[src/rtl/cpu_types_pkg.sv]
// Shared CPU types: data word, ALU opcodes and the iterative multiplier's state encoding.
package cpu_types_pkg;

  localparam int unsigned WORD_W     = 32;
  localparam int unsigned MULT_STEPS = 32;

  typedef logic [WORD_W-1:0] word_t;

  typedef enum logic [3:0] {
    ALU_SLL, ALU_SRL, ALU_SRA, ALU_ADD, ALU_SUB, ALU_AND,
    ALU_OR,  ALU_XOR, ALU_NOR, ALU_SLT, ALU_SLTU
  } aluop_t;

  typedef enum logic [1:0] {IDLE, RUN, FIX, DONE} mult_state_t;

  // Magnitude of a two's-complement word; 0x80000000 maps to itself, which is
  // correct when the result is then treated as unsigned.
  function automatic word_t abs_w(input word_t x);
    return x[WORD_W-1] ? word_t'(-x) : x;
  endfunction

endpackage

[src/rtl/alu_if.sv]
// Handshake-free port bundle between the shared ALU and its initiators.
interface alu_if;
  import cpu_types_pkg::*;

  word_t      portA;
  word_t      portB;
  aluop_t     aluop;
  word_t      outport;
  logic [3:0] flags;

  modport alu (input portA, portB, aluop, output outport, flags);
  modport tb  (output portA, portB, aluop, input outport, flags);
endinterface

[src/rtl/alu_mult_seq.sv]
// Iterative 32x32->64 shift-and-add multiplier that borrows the shared ALU adder.
// Optional signed support is compiled in with `define MULT_SIGNED_EN.
module alu_mult_seq
  import cpu_types_pkg::*;
(
  input  logic  CLK,
  input  logic  nRST,
  input  logic  start,
  input  word_t mcand,
  input  word_t mplier,
`ifdef MULT_SIGNED_EN
  input  logic  is_signed,
`endif
  output logic  busy,
  output logic  done,
  output word_t hi,
  output word_t lo,
  alu_if.tb     aluif
);

  localparam int unsigned CNT_W = $clog2(MULT_STEPS);
  localparam int unsigned PROD_W = 2 * WORD_W;

  mult_state_t state_q, state_d;
  word_t       m_q, m_d;
  word_t       acc_hi_q, acc_hi_d;
  word_t       acc_lo_q, acc_lo_d;
  logic [CNT_W-1:0] count_q, count_d;
  logic        busy_q, busy_d;
  logic        done_q, done_d;
  word_t       hi_q, hi_d;
  word_t       lo_q, lo_d;
`ifdef MULT_SIGNED_EN
  logic        neg_q, neg_d;
`endif

  word_t       port_a_c;
  word_t       port_b_c;
  logic        carry_c;
  logic [PROD_W-1:0] prod_c;

  // ALU operands: partial-product add while running, idle zeros otherwise.
  always_comb begin
    port_a_c = '0;
    port_b_c = '0;
    if (state_q == RUN) begin
      port_a_c = acc_hi_q;
      port_b_c = acc_lo_q[0] ? m_q : '0;
    end
  end

  assign aluif.portA = port_a_c;
  assign aluif.portB = port_b_c;
  assign aluif.aluop = ALU_ADD;

  // Carry out of the 32-bit add is recovered by unsigned wrap detection.
  assign carry_c = (aluif.outport < port_a_c);
  assign prod_c  = {acc_hi_q, acc_lo_q};

  always_comb begin
    state_d  = state_q;
    m_d      = m_q;
    acc_hi_d = acc_hi_q;
    acc_lo_d = acc_lo_q;
    count_d  = count_q;
    done_d   = 1'b0;
    hi_d     = hi_q;
    lo_d     = lo_q;
`ifdef MULT_SIGNED_EN
    neg_d    = neg_q;
`endif
    case (state_q)
      IDLE: begin
        if (start) begin
          state_d  = RUN;
          m_d      = mcand;
          acc_hi_d = '0;
          acc_lo_d = mplier;
          count_d  = '0;
`ifdef MULT_SIGNED_EN
          neg_d    = 1'b0;
          if (is_signed) begin
            m_d      = abs_w(mcand);
            acc_lo_d = abs_w(mplier);
            neg_d    = mcand[WORD_W-1] ^ mplier[WORD_W-1];
          end
`endif
        end
      end
      RUN: begin
        acc_hi_d = {carry_c, aluif.outport[WORD_W-1:1]};
        acc_lo_d = {aluif.outport[0], acc_lo_q[WORD_W-1:1]};
        count_d  = count_q + CNT_W'(1);
        if (count_q == CNT_W'(MULT_STEPS - 1)) begin
`ifdef MULT_SIGNED_EN
          state_d = FIX;
`else
          state_d = DONE;
`endif
        end
      end
`ifdef MULT_SIGNED_EN
      FIX: begin
        if (neg_q) begin
          {acc_hi_d, acc_lo_d} = PROD_W'(-prod_c);
        end
        state_d = DONE;
      end
`endif
      DONE: begin
        done_d  = 1'b1;
        hi_d    = acc_hi_q;
        lo_d    = acc_lo_q;
        state_d = IDLE;
      end
      default: state_d = IDLE;
    endcase
    // Busy spans the whole operation including the done cycle.
    busy_d = (state_d != IDLE) || done_d;
  end

  always_ff @(posedge CLK or negedge nRST) begin
    if (!nRST) begin
      state_q  <= IDLE;
      m_q      <= '0;
      acc_hi_q <= '0;
      acc_lo_q <= '0;
      count_q  <= '0;
      busy_q   <= 1'b0;
      done_q   <= 1'b0;
      hi_q     <= '0;
      lo_q     <= '0;
`ifdef MULT_SIGNED_EN
      neg_q    <= 1'b0;
`endif
    end else begin
      state_q  <= state_d;
      m_q      <= m_d;
      acc_hi_q <= acc_hi_d;
      acc_lo_q <= acc_lo_d;
      count_q  <= count_d;
      busy_q   <= busy_d;
      done_q   <= done_d;
      hi_q     <= hi_d;
      lo_q     <= lo_d;
`ifdef MULT_SIGNED_EN
      neg_q    <= neg_d;
`endif
    end
  end

  assign busy = busy_q;
  assign done = done_q;
  assign hi   = hi_q;
  assign lo   = lo_q;

endmodule
[src/flat_wrapper.sv]
// flat-port wrapper written by rule: the top's interface ports become plain ports
module alu_mult_seq_flat import cpu_types_pkg::*;
  (CLK, nRST, start, mcand, mplier, busy, done, hi, lo, aluif_portA, aluif_portB, aluif_aluop, aluif_outport, aluif_flags);
  alu_if aluif_i ();
  input  logic CLK;
  input  logic nRST;
  input  logic start;
  input  word_t mcand;
  input  word_t mplier;
  output logic busy;
  output logic done;
  output word_t hi;
  output word_t lo;
  output wire logic [$bits(aluif_i.portA)-1:0] aluif_portA;
  output wire logic [$bits(aluif_i.portB)-1:0] aluif_portB;
  output wire logic [$bits(aluif_i.aluop)-1:0] aluif_aluop;
  input wire logic [$bits(aluif_i.outport)-1:0] aluif_outport;
  input wire logic [$bits(aluif_i.flags)-1:0] aluif_flags;
  assign aluif_portA = aluif_i.portA;
  assign aluif_portB = aluif_i.portB;
  assign aluif_aluop = aluif_i.aluop;
  assign aluif_i.outport = aluif_outport;
  assign aluif_i.flags = aluif_flags;
  alu_mult_seq u_core (.CLK(CLK), .nRST(nRST), .start(start), .mcand(mcand), .mplier(mplier), .busy(busy), .done(done), .hi(hi), .lo(lo), .aluif(aluif_i));
endmodule
[config.mk]
export PLATFORM = sky130hd
export DESIGN_NAME = alu_mult_seq_flat
export DESIGN_NICKNAME = d
export VERILOG_FILES = /design/src/rtl/cpu_types_pkg.sv /design/src/rtl/alu_if.sv /design/src/rtl/alu_mult_seq.sv /design/src/flat_wrapper.sv
export SDC_FILE = /design/constraint.sdc
export NUM_CORES = 1
export LEC_CHECK = 0
export CAP_MARGIN = 20
export CORE_MARGIN = 1.5
export CORE_UTILIZATION = 25
export CTS_CLUSTER_DIAMETER = 200
export DETAILED_ROUTE_END_ITERATION = 8
export GPL_TIMING_DRIVEN = 0
export SYNTH_ARGS = -nofsm -noshare
export SYNTH_HDL_FRONTEND = slang
export SYNTH_SLANG_ARGS = --single-unit
[constraint.sdc]
create_clock -name CLK -period 3.5 [get_ports CLK]
set_clock_uncertainty 0.05 [all_clocks]
set_input_delay 0.525 -clock CLK [delete_from_list [all_inputs] [get_ports CLK]]
set_output_delay 0.525 -clock CLK [all_outputs]
set_load 0.01 [all_outputs]
# Word level (Yosys, flattened, before mapping)
# Index checks and enable logic that the tools add are counted.
[totals]
inputBits = 103
output_inout_bits = 134
regBits = 169
wordCells = 34
[classes]
n_eq_ne = 4
n_reduce_logical = 6
n_lt_le_gt_ge = 1
n_addsub = 1
n_mux = 13
[ops]
columns = ["op", "count"]
rows = [
  ["32-bit 2-to-1 mux", 5],
  ["32-bit case mux with 2 select lines", 2],
  ["32-bit less-than comparator", 1],
  ["5-bit case mux with 2 select lines", 1],
  ["5-bit by 1-bit adder with 5-bit output (second input constant)", 1],
  ["5-bit equality test (second input constant)", 1],
  ["5-bit 2-to-1 mux", 1],
  ["2-bit 2-to-1 mux", 2],
  ["2-bit case mux with 2 select lines", 1],
  ["2-bit AND reduction", 2],
  ["2-bit nonzero test", 2],
  ["2-bit by 1-bit equality test with 1-bit output (second input constant)", 1],
  ["2-bit equality test (second input constant)", 1],
  ["2-bit zero test", 1],
  ["2-bit != test (second input constant)", 1],
  ["1-bit logical OR", 1],
  ["1-bit 2-to-1 mux", 1],
]

# Longest topological paths before layout
[depth]
depth_word = 5
depth_mapped = 12
mapped_depth_nobuf = 8

# Worst setup path before layout
# OpenSTA, ideal clock, no wires.
[synth_timing]
kind = "register to register"
startpoint = "reg u_core.state_q[1]"
endpoint = "reg u_core.acc_hi_q[31]"
arrival_ps = 2396
period_less_slack_ps = 2530
stages_incl_launch_ff = 13
setup_slack_ps = 970
setup_time_ps = 84
cell_sequence = "dfrtp_1 -> buf_6 -> nor2b_2 -> buf_4 -> buf_2 -> buf_2 -> nand2_1 -> ha_1 -> a211oi_1 -> o21ai_0 -> a2111oi_1 -> o21ai_1 -> a41oi_2"
[synth_via]
elab_chain_cells = 4
word_cells_on_any_way = 8
classes_between = "1 x order compare; 2 x eq/ne; 2 x mux; 3 x reduce/logical"
[synth_lines]
columns = ["element", "line_no", "rtl"]
rows = [
  ["start, declared", "alu_mult_seq.sv:24", "mult_state_t state_q, state_d;"],
  ["start signal, assigned", "alu_mult_seq.sv:137", "state_q <= state_d;"],
  ["2-bit by 1-bit equality test with 1-bit output", "alu_mult_seq.sv:46, alu_mult_seq.sv:72", ""],
  ["32-bit 2-to-1 mux", "alu_mult_seq.sv:46", "if (state_q == RUN) begin"],
  ["32-bit less-than comparator", "alu_mult_seq.sv:57", "assign carry_c = (aluif.outport < port_a_c);"],
  ["32-bit case mux with 2 select lines", "alu_mult_seq.sv:72", "case (state_q)"],
  ["end signal, assigned", "alu_mult_seq.sv:139", "acc_hi_q <= acc_hi_d;"],
  ["end, declared", "alu_mult_seq.sv:26", "word_t acc_hi_q, acc_hi_d;"],
]
# Several ways; a longest one is shown, not always the timed one.
# A chain may end at the register's enable or synchronous reset.

# Worst setup path after layout
# Same ends and word-level chain as after synthesis.

==> flow_metrics.tcl <==
set metrics [dict create \
    status "finished, final reports clean" \
    grt_pass1_wl_um 35730 \
    path_common_cell "buf_2" \
    relSlewSlack_pct 56.46 \
    cts_tree "built" \
    hp-class "in -> async" \
    gp_congestion 0.8014 \
    critPathRequiredTime_ns 3.79 \
    met1Wirelength_um 10930 \
    grt_overflow 0 \
    mostFrequentLayoutCells "clkdlybuf4s50_1, dfrtp_1, mux2_2, nand2_1, o21ai_0" \
    syn_area_per_cell_um2 11.86 \
    critPathMaxStageDelay_ns 0.43 \
    synth_area_um2 8074 \
    drc_errors 0 \
    vias_per_cell 4.540 \
    totalNegativeSetupSlack_ns 0 \
    via_count 6106 \
    drt_iter0_drc 301 \
    fmax_mhz 319.8 \
    grt_usage_pct 13.79 \
    highest_layer "met4" \
    p_leak_nw 5.282 \
    fp.dieH_um 182.7 \
    path_class "reg -> reg" \
    yosysSeqAreaShare_pct 52.38 \
    htree_levels 4 \
    num_antenna_cells 0 \
    synth_cell_types 40 \
    cp.arrival_ns 3.41 \
    numClockSinks 169 \
    peakVddDrop_mv 0.3010 \
    dp_hpwl_um 16630 \
    async_reset_ff_share_pct 100.0 \
    hold_violations 0 \
    drive_gt1_share_pct 18.03 \
    synth-edff-count 0 \
    synth_cells 681 \
    cts_buffer_depth 2 \
    nets 1067 \
    num_rows 65 \
    cpMaxStageDelayCell "a2111oi_1" \
    die_x_um 182.7 \
    io_pins 237 \
    cp_cell_sequence "buf_6 > nor2b_2 > buf_4 > buf_2 > buf_2 > nand2_1 > ha_1 > a211oi_1 > o21ai_0 > a2111oi_1 > o21ai_1 > a41oi_2" \
    final_util_pct 36.39 \
    cts-root-buf "clkbuf_16" \
    slew_viol_final 0 \
    cp-start-kind "register" \
    routed_wl_um 22920 \
    ys_seq_elements 169 \
    dp_slack_ns 0.3094 \
    post_cts_resized 0 \
    fin_crit_sh_pct 89.35 \
    final_common_cell "clkdlybuf4s50_1" \
    met2_length_um 10530 \
    initial_core_util_pct 25.52 \
    cts-hold-fix-buffers 0 \
    numCtsBuffers 17 \
    setup_ws_ns 0.3726 \
    rr_worst_depth 12 \
    worst_slew_pin_slew_ns 0.6531 \
    die_area_um2 33380 \
    finalCriticalPeriod_ns 3.127 \
    portBuffers 228 \
    coreArea_um2 31640 \
    cts_setup_buffers 0 \
    clk_pin_slew_worst_paths_ns 0.07 \
    ant_nets 0 \
    wl_met3_um 1167 \
    cp_max_fo 10 \
    synthToLayoutAreaGrowth_pct 42.58 \
    finalSetupViolCount 0 \
    p_per_area_nw_per_um2 767.0 \
    rsz0062_at_grt "false" \
    yosysWarnings 0 \
    maxCapViolCount 0 \
    grt_pass1_vias 6265 \
    first_pass_iters 5 \
    grt_max_degree 91 \
    ys.flop_type "dfrtp_1" \
    antenna_found_initial 0 \
    wl_per_cell_um 17.04 \
    end_kind "register" \
    clk_latency_ns 0.41 \
]
power by group:
group / internal, mW / switching (mW)
Clock: 1.14 / 0.852
Sequential: 2.74 / 0.554
Combinational: 2.10 / 1.45
path summary, 6_finish.rpt:
path	from	end	slack [ns]
worst min register to register	u_core.count_q[3]	u_core.count_q[3]	0.45
worst min-delay path	nRST	u_core.lo[26]	0.03
max in group asynchronous	nRST	u_core.m_q[6]	2.49
worst max-delay path	u_core.state_q[1]	u_core.acc_hi_q[31]	0.37
worst max register to register	u_core.state_q[1]	u_core.acc_hi_q[31]	0.37
min in group CLK	u_core.count_q[3]	u_core.count_q[3]	0.45
cells in the mapped netlist (2+ instances only):
master | count | area [µm²]
a211oi_1 | 3 | 22.52
a21o_1 | 2 | 15.01
a21oi_1 | 39 | 195.2
a22o_1 | 33 | 289.0
a22oi_1 | 33 | 247.7
and2_1 | 3 | 18.77
and3_1 | 33 | 206.5
and4_1 | 2 | 17.52
buf_12 | 3 | 60.06
buf_2 | 23 | 115.1
buf_4 | 5 | 37.54
buf_6 | 3 | 33.78
clkbuf_1 | 17 | 63.81
conb_1 | 2 | 7.510
dfrtp_1 | 169 | 4229
ha_1 | 33 | 412.9
inv_1 | 37 | 138.9
mux2_2 | 67 | 754.5
mux2_4 | 29 | 435.4
nand2_1 | 42 | 157.7
nand3_1 | 2 | 10.01
nand4_1 | 5 | 31.28
nor2_1 | 5 | 18.77
nor2b_1 | 32 | 200.2
nor2b_2 | 2 | 17.52
o21ai_0 | 42 | 210.2
o22ai_1 | 2 | 12.51
per-layer routing:
layer	up-vias	track usage, %
li1	2925	-
met1	2998	19.19
met2	165	21.19
met3	18	3.213
met4	0	4.165
met5	-	0
kinds of logic (layout without fill, tap and decap cells):
logic type	after synthesis	in the layout	synth area share (%)
simple gates	131	131	8.880
fa+ha+maj	33	33	5.114
compound gates	162	162	13.23
buf+inv	88	348	5.563
flops	169	169	52.38
other cells	2	4	0.09301
mux	96	96	14.74
flip-flops by register name, summed over array words and instances (netlist names):
name / flops
u_core.state_q: 2
u_core.acc_hi_q: 32
u_core.acc_lo_q: 32
u_core.count_q: 5
u_core.hi: 32
u_core.m_q: 32
u_core.done: 1
u_core.lo: 32
u_core.busy: 1
worst max-delay path: cells and delay by family, from the launching register on:
kind	cells	cell delay, ns
AND/OR/NAND/NOR	2	0.20
adder cells (fa/ha/maj)	1	0.29
buffers and inverters	4	0.82
flip-flops	1	0.37
AO/OA/AOI/OAI	5	1.30
area by class of cell:
| type | count | area [µm²] |
|---|---|---|
| tap | 402 | 503.0 |
| multi-input combinational | 426 | 3403 |
| inverter | 37 | 138.9 |
| fill | 3091 | 20120 |
| clock buffer | 17 | 425.4 |
| clock inverter | 14 | 187.7 |
| timing repair buffer | 229 | 2315 |
| sequential | 169 | 4229 |
| buffer | 51 | 310.3 |
through the flow:
| stage | hold WS, ns | cells | total power, mW | cell area, µm² |
|---|---|---|---|---|
| after floorplan | 0.1794 | 683 | 5.068 | 8082 |
| after detailed placement | 0.4369 | 1314 | 6.886 | 10900 |
| after CTS | 0.04697 | 1345 | 8.971 | 11510 |
| after global placement | 0.4291 | 1313 | 6.839 | 10870 |
| after global routing | 0.06385 | 1345 | 9.436 | 11510 |
| final | 0.02681 | 1345 | 8.830 | 11510 |
(Power assumes the default switching activity.)
